[src/rtl/condicionador_pkg.sv]
// Shared types and constants for the tank sensor conditioner.
// Holds the error and fill FSM state types, the tank level codes and
// the decoder that maps the debounced probe vector {H,M,L} to a level code.
package condicionador_pkg;

  typedef enum logic [1:0] {
    ERR_OK       = 2'd0,
    ERR_SUSPEITO = 2'd1,
    ERR_ERRO     = 2'd2,
    ERR_RECUPERA = 2'd3
  } estado_erro_t;

  typedef enum logic {
    PARADO   = 1'b0,
    ENCHENDO = 1'b1
  } estado_ench_t;

  localparam logic [1:0] NIVEL_VAZIO = 2'b00;
  localparam logic [1:0] NIVEL_BAIXO = 2'b01;
  localparam logic [1:0] NIVEL_MEDIO = 2'b10;
  localparam logic [1:0] NIVEL_CHEIO = 2'b11;

  typedef struct packed {
    logic       valido;
    logic [1:0] codigo;
  } nivel_dec_t;

  // Probes wet from the bottom up form a thermometer code; anything else
  // means a stuck or failed probe.
  function automatic nivel_dec_t decodifica_nivel(input logic [2:0] hml);
    nivel_dec_t r;
    r.valido = 1'b1;
    case (hml)
      3'b000:  r.codigo = NIVEL_VAZIO;
      3'b001:  r.codigo = NIVEL_BAIXO;
      3'b011:  r.codigo = NIVEL_MEDIO;
      3'b111:  r.codigo = NIVEL_CHEIO;
      default: begin
        r.valido = 1'b0;
        r.codigo = NIVEL_VAZIO;
      end
    endcase
    return r;
  endfunction

endpackage

[src/rtl/debounce_sinal.sv]
// Two-flop synchronizer followed by a debounce counter for one probe.
// Ports:
//   clk      system clock (rising edge)
//   rst      synchronous active-high reset
//   raw_i    asynchronous raw probe
//   deb_o    debounced level; changes DEB_CYCLES+2 cycles after a stable raw edge
//   pronto_o set once the first level after reset has been debounced
module debounce_sinal #(
  parameter int DEB_CYCLES = 16
) (
  input  logic clk,
  input  logic rst,
  input  logic raw_i,
  output logic deb_o,
  output logic pronto_o
);

  localparam int CW = (DEB_CYCLES > 1) ? $clog2(DEB_CYCLES) : 1;
  localparam logic [CW-1:0] CNT_MAX = CW'(DEB_CYCLES - 1);

  logic          s1_q, s2_q;
  logic          v1_q, v2_q;
  logic          deb_q, deb_d;
  logic          pronto_q, pronto_d;
  logic [CW-1:0] cnt_q, cnt_d;

  // Until the first level is established the counter runs on every valid
  // sample, so the output after reset is itself a freshly debounced level
  // rather than the reset value taken on trust.
  always_comb begin
    deb_d    = deb_q;
    pronto_d = pronto_q;
    cnt_d    = '0;
    if (v2_q && (!pronto_q || (s2_q != deb_q))) begin
      if (cnt_q == CNT_MAX) begin
        deb_d    = s2_q;
        pronto_d = 1'b1;
      end else begin
        cnt_d = cnt_q + 1'b1;
      end
    end
  end

  always_ff @(posedge clk) begin
    if (rst) begin
      s1_q     <= 1'b0;
      s2_q     <= 1'b0;
      v1_q     <= 1'b0;
      v2_q     <= 1'b0;
      deb_q    <= 1'b0;
      pronto_q <= 1'b0;
      cnt_q    <= '0;
    end else begin
      s1_q     <= raw_i;
      s2_q     <= s1_q;
      v1_q     <= 1'b1;
      v2_q     <= v1_q;
      deb_q    <= deb_d;
      pronto_q <= pronto_d;
      cnt_q    <= cnt_d;
    end
  end

  assign deb_o    = deb_q;
  assign pronto_o = pronto_q;

endmodule

[src/rtl/condicionador_sensores.sv]
// Tank level sensor conditioner and inlet valve controller.
// Debounces three level probes, encodes the tank level, flags
// inconsistent probe patterns and drives the inlet valve with hysteresis.
// Optional macro CONDICIONADOR_TIMEOUT_EN adds a sticky fill timeout
// (parameter FILL_TIMEOUT and output Timeout).
// Ports:
//   Clock, Reset          clock and synchronous active-high reset
//   H_raw, M_raw, L_raw   raw probes (1 = wet)
//   H, M, L               debounced probes
//   Nivel                 level code 00..11
//   Ve                    inlet valve command
//   E                     sensor/fill error flag
//   Timeout               sticky fill timeout (macro builds only)
module condicionador_sensores
  import condicionador_pkg::*;
#(
  parameter int DEB_CYCLES   = 16,
  parameter int ERR_CYCLES   = 8
`ifdef CONDICIONADOR_TIMEOUT_EN
  ,
  parameter int FILL_TIMEOUT = 1024
`endif
) (
  input  logic       Clock,
  input  logic       Reset,
  input  logic       H_raw,
  input  logic       M_raw,
  input  logic       L_raw,
  output logic       H,
  output logic       M,
  output logic       L,
  output logic [1:0] Nivel,
  output logic       Ve,
  output logic       E
`ifdef CONDICIONADOR_TIMEOUT_EN
  ,
  output logic       Timeout
`endif
);

  localparam int ECW = (ERR_CYCLES > 1) ? $clog2(ERR_CYCLES) : 1;
  localparam logic [ECW-1:0] ECNT_MAX = ECW'(ERR_CYCLES - 1);

  logic           pr_h, pr_m, pr_l, pronto;
  nivel_dec_t     dec;
  logic [1:0]     nivel_q, nivel_d;
  estado_erro_t   err_q, err_d;
  logic [ECW-1:0] ecnt_q, ecnt_d;
  logic           e_q, e_d;
  estado_ench_t   fill_q, fill_d;

`ifdef CONDICIONADOR_TIMEOUT_EN
  localparam int FCW = (FILL_TIMEOUT > 1) ? $clog2(FILL_TIMEOUT) : 1;
  localparam logic [FCW-1:0] FCNT_MAX = FCW'(FILL_TIMEOUT - 1);
  logic [FCW-1:0] fcnt_q, fcnt_d;
  logic           tmo_q, tmo_d;
`endif

  debounce_sinal #(.DEB_CYCLES(DEB_CYCLES)) u_deb_h (
    .clk(Clock), .rst(Reset), .raw_i(H_raw), .deb_o(H), .pronto_o(pr_h));
  debounce_sinal #(.DEB_CYCLES(DEB_CYCLES)) u_deb_m (
    .clk(Clock), .rst(Reset), .raw_i(M_raw), .deb_o(M), .pronto_o(pr_m));
  debounce_sinal #(.DEB_CYCLES(DEB_CYCLES)) u_deb_l (
    .clk(Clock), .rst(Reset), .raw_i(L_raw), .deb_o(L), .pronto_o(pr_l));

  assign pronto = pr_h & pr_m & pr_l;

  // An inconsistent probe pattern keeps the last good level on Nivel.
  assign dec   = decodifica_nivel({H, M, L});
  assign Nivel = dec.valido ? dec.codigo : nivel_q;
  assign nivel_d = Nivel;

  // Error FSM: ecnt_q counts consecutive invalid (SUSPEITO) or valid
  // (RECUPERA) samples, including the one that caused entry.
  always_comb begin
    err_d  = err_q;
    ecnt_d = ecnt_q;
    case (err_q)
      ERR_OK: begin
        if (!dec.valido) begin
          err_d  = ERR_SUSPEITO;
          ecnt_d = ECW'(1);
        end
      end
      ERR_SUSPEITO: begin
        if (dec.valido) begin
          err_d  = ERR_OK;
          ecnt_d = '0;
        end else if (ecnt_q == ECNT_MAX) begin
          err_d  = ERR_ERRO;
          ecnt_d = '0;
        end else begin
          ecnt_d = ecnt_q + 1'b1;
        end
      end
      ERR_ERRO: begin
        if (dec.valido) begin
          err_d  = ERR_RECUPERA;
          ecnt_d = ECW'(1);
        end
      end
      ERR_RECUPERA: begin
        if (!dec.valido) begin
          err_d  = ERR_ERRO;
          ecnt_d = '0;
        end else if (ecnt_q == ECNT_MAX) begin
          err_d  = ERR_OK;
          ecnt_d = '0;
        end else begin
          ecnt_d = ecnt_q + 1'b1;
        end
      end
      default: begin
        err_d  = ERR_OK;
        ecnt_d = '0;
      end
    endcase
  end

  // Fill FSM: levels 01 and 10 leave the valve as it is (hysteresis).
  // Filling waits for all probes to be freshly debounced after reset.
  always_comb begin
    fill_d = fill_q;
    case (fill_q)
      PARADO:   if ((Nivel == NIVEL_VAZIO) && !e_q && pronto) fill_d = ENCHENDO;
      ENCHENDO: if ((Nivel == NIVEL_CHEIO) || e_q) fill_d = PARADO;
      default:  fill_d = PARADO;
    endcase
`ifdef CONDICIONADOR_TIMEOUT_EN
    tmo_d  = tmo_q;
    fcnt_d = fcnt_q;
    if (fill_q == ENCHENDO) begin
      fcnt_d = fcnt_q + 1'b1;
      if (fcnt_q == FCNT_MAX) begin
        tmo_d  = 1'b1;
        fill_d = PARADO;
      end
    end else if (fill_d == ENCHENDO) begin
      fcnt_d = '0;
    end
    if (tmo_q) fill_d = PARADO;
`endif
  end

  always_comb begin
    e_d = (err_q == ERR_ERRO) || (err_q == ERR_RECUPERA);
`ifdef CONDICIONADOR_TIMEOUT_EN
    e_d = e_d || tmo_d;
`endif
  end

  always_ff @(posedge Clock) begin
    if (Reset) begin
      nivel_q <= NIVEL_VAZIO;
      err_q   <= ERR_OK;
      ecnt_q  <= '0;
      e_q     <= 1'b0;
      fill_q  <= PARADO;
`ifdef CONDICIONADOR_TIMEOUT_EN
      fcnt_q  <= '0;
      tmo_q   <= 1'b0;
`endif
    end else begin
      nivel_q <= nivel_d;
      err_q   <= err_d;
      ecnt_q  <= ecnt_d;
      e_q     <= e_d;
      fill_q  <= fill_d;
`ifdef CONDICIONADOR_TIMEOUT_EN
      fcnt_q  <= fcnt_d;
      tmo_q   <= tmo_d;
`endif
    end
  end

  assign Ve = (fill_q == ENCHENDO);
  assign E  = e_q;
`ifdef CONDICIONADOR_TIMEOUT_EN
  assign Timeout = tmo_q;
`endif

endmodule

[config.mk]
export PLATFORM = sky130hd
export DESIGN_NAME = condicionador_sensores
export DESIGN_NICKNAME = d
export VERILOG_FILES = /design/src/rtl/condicionador_pkg.sv /design/src/rtl/debounce_sinal.sv /design/src/rtl/condicionador_sensores.sv
export SDC_FILE = /design/constraint.sdc
export NUM_CORES = 1
export LEC_CHECK = 0
export ABC_AREA = 1
export CAP_MARGIN = 10
export CORE_ASPECT_RATIO = 0.9
export CORE_MARGIN = 5
export CORE_UTILIZATION = 50
export CTS_BUF_LIST = sky130_fd_sc_hd__clkbuf_4
export CTS_CLUSTER_DIAMETER = 50
export DETAILED_ROUTE_END_ITERATION = 6
export PLACE_DENSITY = 0.67
export SYNTH_ARGS = -nofsm -noshare
export SYNTH_HDL_FRONTEND = slang
export SYNTH_SLANG_ARGS = --single-unit
export TNS_END_PERCENT = 100
[constraint.sdc]
create_clock -name Clock -period 3.1 [get_ports Clock]
set_input_delay 0.465 -clock Clock [delete_from_list [all_inputs] [get_ports Clock]]
set_output_delay 0.465 -clock Clock [all_outputs]
set_load 0.05 [all_outputs]
==> impl_results.rst, run 1 <==
.. list-table::
   :header-rows: 1

   * - Metric
     - Value
   * - Effective utilization at floorplan
     - 52.28%
   * - Setup slack at placement
     - 1035 ps
   * - Number of hold buffers added after cts
     - 0
   * - CTS root buf
     - sky130_fd_sc_hd__clkbuf_4
   * - Total count of hold-check failures in the final report
     - 0
   * - Mean cell area of the mapped netlist
     - 7.764 um2
   * - Cell type contributing the most total cell area after synthesis
     - sky130_fd_sc_hd__dfxtp_1
   * - Max_cap viols
     - 0
   * - Largest cells by area after synthesis
     - sky130_fd_sc_hd__dfxtp_1 49%, sky130_fd_sc_hd__nor2_1 9.7%, sky130_fd_sc_hd__nand2_1 8.1%
   * - Fmax achieved
     - 0.4159 GHz
   * - Iteration-0 DRC count of the detailed router
     - 36
   * - Clk slew on worst S/H paths
     - 100 ps
   * - Data required time at the worst endpoint
     - 2630 ps
   * - CTS sink count
     - 35
   * - Number of standard cells after synthesis
     - 185
   * - Count of nets after finishing
     - 212
   * - Initial antenna violation count
     - 0
   * - Count of buffers from port buffering
     - 11
   * - Minimum setup slack in the final design
     - 695.8 ps
   * - Critical path class
     - register to output pin
   * - Number of buffers created by CTS
     - 5
   * - DIE AREA
     - 0.004046 mm2
   * - Power density over cell area
     - 425.2 mW/mm2
   * - Final period util
     - 77.55%
   * - Die Wd
     - 66.50 um
   * - Synthesis warning total
     - 0
   * - Total length of routed wires
     - 2.326 mm
   * - Arrival time of data at the critical path endpoint
     - 1940 ps
   * - Number of enable-type register cells in the synthesized netlist
     - 0
   * - Yosys reg bits
     - 35
   * - Combinational share of power
     - 3.1%
   * - Area post-placement
     - 0.001593 mm2
   * - RSZ-0062 raised after global routing
     - no
   * - Cell internal power dissipation
     - 546.7 uW
   * - Fraction of the mapped netlist area in simple logic gates
     - 27.53%
   * - Overall power of the completed layout
     - 696.9 uW
   * - Area growth from synthesis to layout
     - 14.11%
   * - Post-synthesis cell area
     - 0.001436 mm2
   * - Share of post-route cells with drive strength above 1
     - 8.911%
   * - Final Wtd Congestion
     - 0.8500
   * - Core Area
     - 0.002748 mm2
   * - Result of the run
     - complete, no violations
   * - Number of global-route vias before repair
     - 1058
   * - Worst hold-check path type
     - register to register
   * - Async set-reset flop share out of synthesis
     - 0%
   * - Relative contribution of sequential cells to total power
     - 66.1%
   * - Antenna Nets Post-Route
     - 0
   * - Sw Share
     - 21.56%
   * - Synth Net Count
     - 195
   * - Number of setup buffers added after CTS
     - 0
   * - Yosys top cell area share
     - 48.78%
   * - Mux cell area share after synthesis
     - 0%
   * - Most numerous cell in the Yosys netlist
     - sky130_fd_sc_hd__nor2_1
   * - Final count of pins violating max slew
     - 0
   * - Post-synthesis adder-cell area fraction
     - 4.355%
   * - Initial DRT Pass Iterations
     - 4
   * - Compound-cell area share of the yosys netlist
     - 5.139%
   * - Aggregate global-route resource usage
     - 14.18%
   * - Vias per cell
     - 4.624
   * - TritonCTS clock tree
     - built
   * - GR Overflow Total
     - 0
   * - Antenna fix cells
     - 0
   * - Max rail drop VDD
     - 0.0003109 V
   * - Number of levels in the clock H-tree
     - 2
   * - Primary flip-flop cell chosen by synthesis mapping
     - sky130_fd_sc_hd__dfxtp_1
   * - Setup-violating endpoint count in the final report
     - 0
   * - Maximum number of pins on one net before global-route repair
     - 20
   * - Fillers
     - 277
   * - Max FO, Critical Path
     - 7
   * - Static Leak
     - 0.7026 nW
   * - Setup TNS
     - 0 ps
   * - Transition at the pin with the smallest max-transition slack
     - 515.9 ps
   * - Deepest clock path buffer count
     - 2
   * - Parity-gate share of the synthesized area counting xor and xnor cells
     - 4.791%
   * - Post-synthesis sequential area ratio
     - 48.78%
   * - Main combinational cell family by area after synthesis
     - simple AND/OR/NAND/NOR gates
   * - Count of boundary I/O pins
     - 12
   * - Type of element capturing the critical path
     - output pin
   * - Clock latency on the worst-skew pair
     - 320 ps
   * - DRC viols
     - 0
   * - Post-route clock skew
     - 6.444 ps
   * - Synth unique cells
     - 21
   * - Avg WL per Cell
     - 9.612 um
   * - Top cells by instance count after synthesis
     - 37 x sky130_fd_sc_hd__nor2_1, 35 x sky130_fd_sc_hd__dfxtp_1, 31 x sky130_fd_sc_hd__nand2_1
   * - Chip height
     - 60.85 um
   * - Hpwl dp
     - 1.797 mm
   * - First-pass GRT wire length
     - 4.333 mm
   * - Fraction of power consumed by the clock network
     - 30.7%
   * - Tightest slew margin relative to the limit
     - 65.50%
   * - Startpoint class of the critical path
     - register
   * - # resized after CTS
     - 0
   * - Number of rows in the core area
     - 18
   * - Post-layout instance area
     - 0.001639 mm2
   * - Count of vias placed by the detailed router
     - 1119
   * - Switch Pwr
     - 150.2 uW
   * - Final worst path period need
     - 2404 ps
## area by class of cell
| cell class | count | area [um2] | share of cell area [%] |
|---|---|---|---|
| multi-input cells | 115 | 600.6 | 36.64 |
| inverters | 33 | 123.9 | 7.557 |
| well taps | 40 | 50.05 | 3.053 |
| flip-flops and latches | 35 | 700.7 | 42.75 |
| clock inverters | 2 | 8.758 | 0.5344 |
| clock buffers | 5 | 37.54 | 2.290 |
| repair buffers | 12 | 117.6 | 7.176 |
## metrics by stage
step	cells	hold WS (ps)	utilization, %
floorplan	185	388.3	-
global placement	235	391.1	57.97
detailed placement	235	392.0	57.97
CTS	242	404.9	59.65
global route	242	434.0	59.65
finish	242	403.6	59.65
## state kept, by name, summed over array words and instances (netlist names), 2 cells and up, named ones only
signal,cells
u_deb_h.cnt_q,4
u_deb_l.cnt_q,4
u_deb_m.cnt_q,4
ecnt_q,3
nivel_q,2
## cell usage in the layout, fill, tap and decap left out, drive strengths merged
master	instances
ha	5
a211oi	1
clkinv	3
nand2	37
inv	32
o21ai	1
buf	1
clkdlybuf4s50	11
nand4	2
nor2	37
nand3	14
xnor2	3
xor2	4
o2111ai	3
nor3	1
dfxtp	35
a21oi	7
clkbuf	5
## logic make-up (layout without fill, tap and decap cells)
family / count (synthesis) / after routing
compound gates: 12 / 12
xor+xnor: 7 / 7
fa+ha+maj: 5 / 5
buf+inv: 35 / 52
flops: 35 / 35
simple gates: 91 / 91
## power by group through the flow
| stage | registers, mW | clock network (mW) | logic [mW] |
|---|---|---|---|
| after floorplan | 0.470 | 0 | 0.0142 |
| after global placement | 0.471 | 0 | 0.0216 |
| after detailed placement | 0.471 | 0 | 0.0222 |
| after CTS | 0.461 | 0.226 | 0.0223 |
| after global routing | 0.462 | 0.246 | 0.0251 |
| final | 0.461 | 0.214 | 0.0218 |
## worst paths after layout
kind	from	endpoint	slack [ps]	depth (start not counted)
worst max-delay path	u_deb_h.deb_o	Nivel[0]	700	5
worst min-delay path	u_deb_h.v1_q	u_deb_h.v2_q	400	2
worst max register to register	ecnt_q[0]	ecnt_q[2]	1900	6
worst min register to register	u_deb_h.v1_q	u_deb_h.v2_q	400	2
## critical path: stages (launching register included)
cell                              delay (ps)
sky130_fd_sc_hd__dfxtp_1                 380
sky130_fd_sc_hd__inv_1                   110
sky130_fd_sc_hd__nand2_4                 130
sky130_fd_sc_hd__nand3_1                 110
sky130_fd_sc_hd__nand2_2                  90
sky130_fd_sc_hd__clkdlybuf4s50_1         800
## routing by layer
layer / GRT usage [%] / up-vias / share of wire [%]
met5: 0 / - / 0
met1: 16.25 / 496 / 47
li1: - / 604 / -
met3: 5.000 / 4 / 5.0
met2: 24.19 / 15 / 46
met4: 6.087 / 0 / 1.6
Power figures use the tool's default switching activity.
==> run 2: changes to the inputs <==
Settings changed: PLACE_DENSITY 0.67 to 0.7.
Clock period 3.1 ns to 2.1 ns, I/O delays scaled along.
==> impl_results.rst, run 2 (same netlist as run 1, synthesis figures left out) <==
.. list-table::
   :header-rows: 1

   * - Metric
     - Value
   * - Max FO, Critical Path
     - 5
   * - Number of buffers created by CTS
     - 5
   * - Post-layout instance area
     - 0.001693 mm2
   * - Max rail drop VDD
     - 0.0005280 V
   * - Iteration-0 DRC count of the detailed router
     - 35
   * - Total length of routed wires
     - 2.505 mm
   * - Antenna Nets Post-Route
     - 0
   * - Data required time at the worst endpoint
     - 1780 ps
   * - Worst hold-check path type
     - register to register
   * - Fillers
     - 256
   * - Post-route clock skew
     - 12.25 ps
   * - Critical path class
     - register to output pin
   * - DRC viols
     - 0
   * - Setup TNS
     - 0 ps
   * - Number of rows in the core area
     - 18
   * - Count of buffering cells on the critical path with inverters included
     - 1
   * - Number of global-route vias before repair
     - 1028
   * - TritonCTS clock tree
     - built
   * - Total count of hold-check failures in the final report
     - 0
   * - Max_cap viols
     - 0
   * - Sequence of cells on the critical path
     - clkdlybuf4s50_1
   * - Initial antenna violation count
     - 0
   * - Clk slew on worst S/H paths
     - 110 ps
   * - Aggregate global-route resource usage
     - 14.73%
   * - Area growth from synthesis to layout
     - 17.86%
   * - Power density over cell area
     - 779.8 mW/mm2
   * - Static Leak
     - 0.7342 nW
   * - Avg WL per Cell
     - 10.31 um
   * - GR Overflow Total
     - 0
   * - Setup-violating endpoint count in the final report
     - 0
   * - DIE AREA
     - 0.004046 mm2
   * - Clock latency on the worst-skew pair
     - 340 ps
   * - Antenna fix cells
     - 0
   * - Number of hold buffers added after cts
     - 0
   * - Count of nets after finishing
     - 212
   * - Arrival time of data at the critical path endpoint
     - 1640 ps
   * - Chip height
     - 60.85 um
   * - Share of post-route cells with drive strength above 1
     - 10.84%
   * - Effective utilization at floorplan
     - 52.28%
   * - Number of setup buffers added after CTS
     - 0
   * - Max stage delay cell, worst path
     - sky130_fd_sc_hd__clkdlybuf4s50_1
   * - Commonest non-fill, non-tap cell in the layout
     - sky130_fd_sc_hd__nor2_1
   * - Initial DRT Pass Iterations
     - 4
   * - Top delay family on crit path
     - buffers and inverters
   * - Final worst path period need
     - 1951 ps
   * - Result of the run
     - complete, no violations
   * - Final Wtd Congestion
     - 0.7812
   * - Startpoint class of the critical path
     - register
   * - Type of element capturing the critical path
     - output pin
   * - Core Area
     - 0.002748 mm2
   * - # resized after CTS
     - 0
   * - Area of combinational cells with multiple inputs
     - 600.6 um2
   * - Vias per cell
     - 4.593
   * - Delay of the slowest critical-path stage
     - 840 ps
   * - Reg area
     - 700.7 um2
   * - Hpwl dp
     - 1.836 mm
   * - Top library cells by usage in the layout, fill and taps aside
     - 37 x sky130_fd_sc_hd__nor2_1, 35 x sky130_fd_sc_hd__dfxtp_1, 31 x sky130_fd_sc_hd__nand2_1
   * - Deepest clock path buffer count
     - 2
   * - Die Wd
     - 66.50 um
   * - Maximum number of pins on one net before global-route repair
     - 19
   * - Area post-placement
     - 0.001588 mm2
   * - Biggest regs
     - u_deb_h.cnt_q: 4 flops, u_deb_l.cnt_q: 4 flops, u_deb_m.cnt_q: 4 flops
   * - Fmax achieved
     - 0.5126 GHz
   * - Count of vias placed by the detailed router
     - 1116
   * - Count of buffers from port buffering
     - 11
   * - CTS root buf
     - sky130_fd_sc_hd__clkbuf_4
   * - Minimum setup slack among reg-to-reg paths
     - 890 ps
   * - Final period util
     - 92.90%
   * - Final count of pins violating max slew
     - 0
   * - Tightest slew margin relative to the limit
     - 66.56%
   * - CTS sink count
     - 35
   * - RSZ-0062 raised after global routing
     - no
   * - First-pass GRT wire length
     - 4.429 mm
   * - Number of levels in the clock H-tree
     - 2
   * - Count of boundary I/O pins
     - 12
   * - Transition at the pin with the smallest max-transition slack
     - 500.1 ps
## run 2: worst paths after layout
kind / from / to / cells after the start
worst min-delay path: u_deb_l.s1_q / u_deb_l.s2_q / 2
worst min register to register: u_deb_l.s1_q / u_deb_l.s2_q / 2
worst max-delay path: u_deb_m.deb_o / M / 1
worst max register to register: ecnt_q[0] / ecnt_q[0] / 7
## run 2: metal layers
metal  GRT usage (%)  vias to the layer above  wire, um
li1                -                      601         -
met5               0                        -         0
met2           23.62                       10      1165
met4           7.536                        0        43
met3           6.481                        8       107
met1           16.80                      497      1188
## run 2: report_power, final
group	leakage, nW	switching, mW	total [mW]	internal (mW)
registers	0.284	0.00682	0.681	0.674
logic	0.394	0.0183	0.0332	0.0148
clock network	0.0559	0.222	0.606	0.384
total	0.734	0.247	1.32	1.07
## run 2: through the flow
stage	total power [mW]	cells	hold WS, ps	setup slack, ps	utilization [%]
finish	1.320	243	412.0	149.2	61.61
global route	1.373	243	422.4	51.58	61.61
CTS	1.335	243	415.3	122.9	61.61
detailed placement	0.7292	235	397.6	520.3	57.79
global placement	0.7273	235	392.3	532.8	57.79
floorplan	0.7151	185	388.3	471.2	-
## run 2: cell type report
| class | count | share of cell area [%] |
|---|---|---|
| timing repair buffer | 12 | 6.652 |
| tap | 40 | 2.956 |
| multi-input combinational | 115 | 35.48 |
| clock buffer | 6 | 2.661 |
| clock inverter | 2 | 3.548 |
| inverter | 33 | 7.317 |
| sequential | 35 | 41.39 |
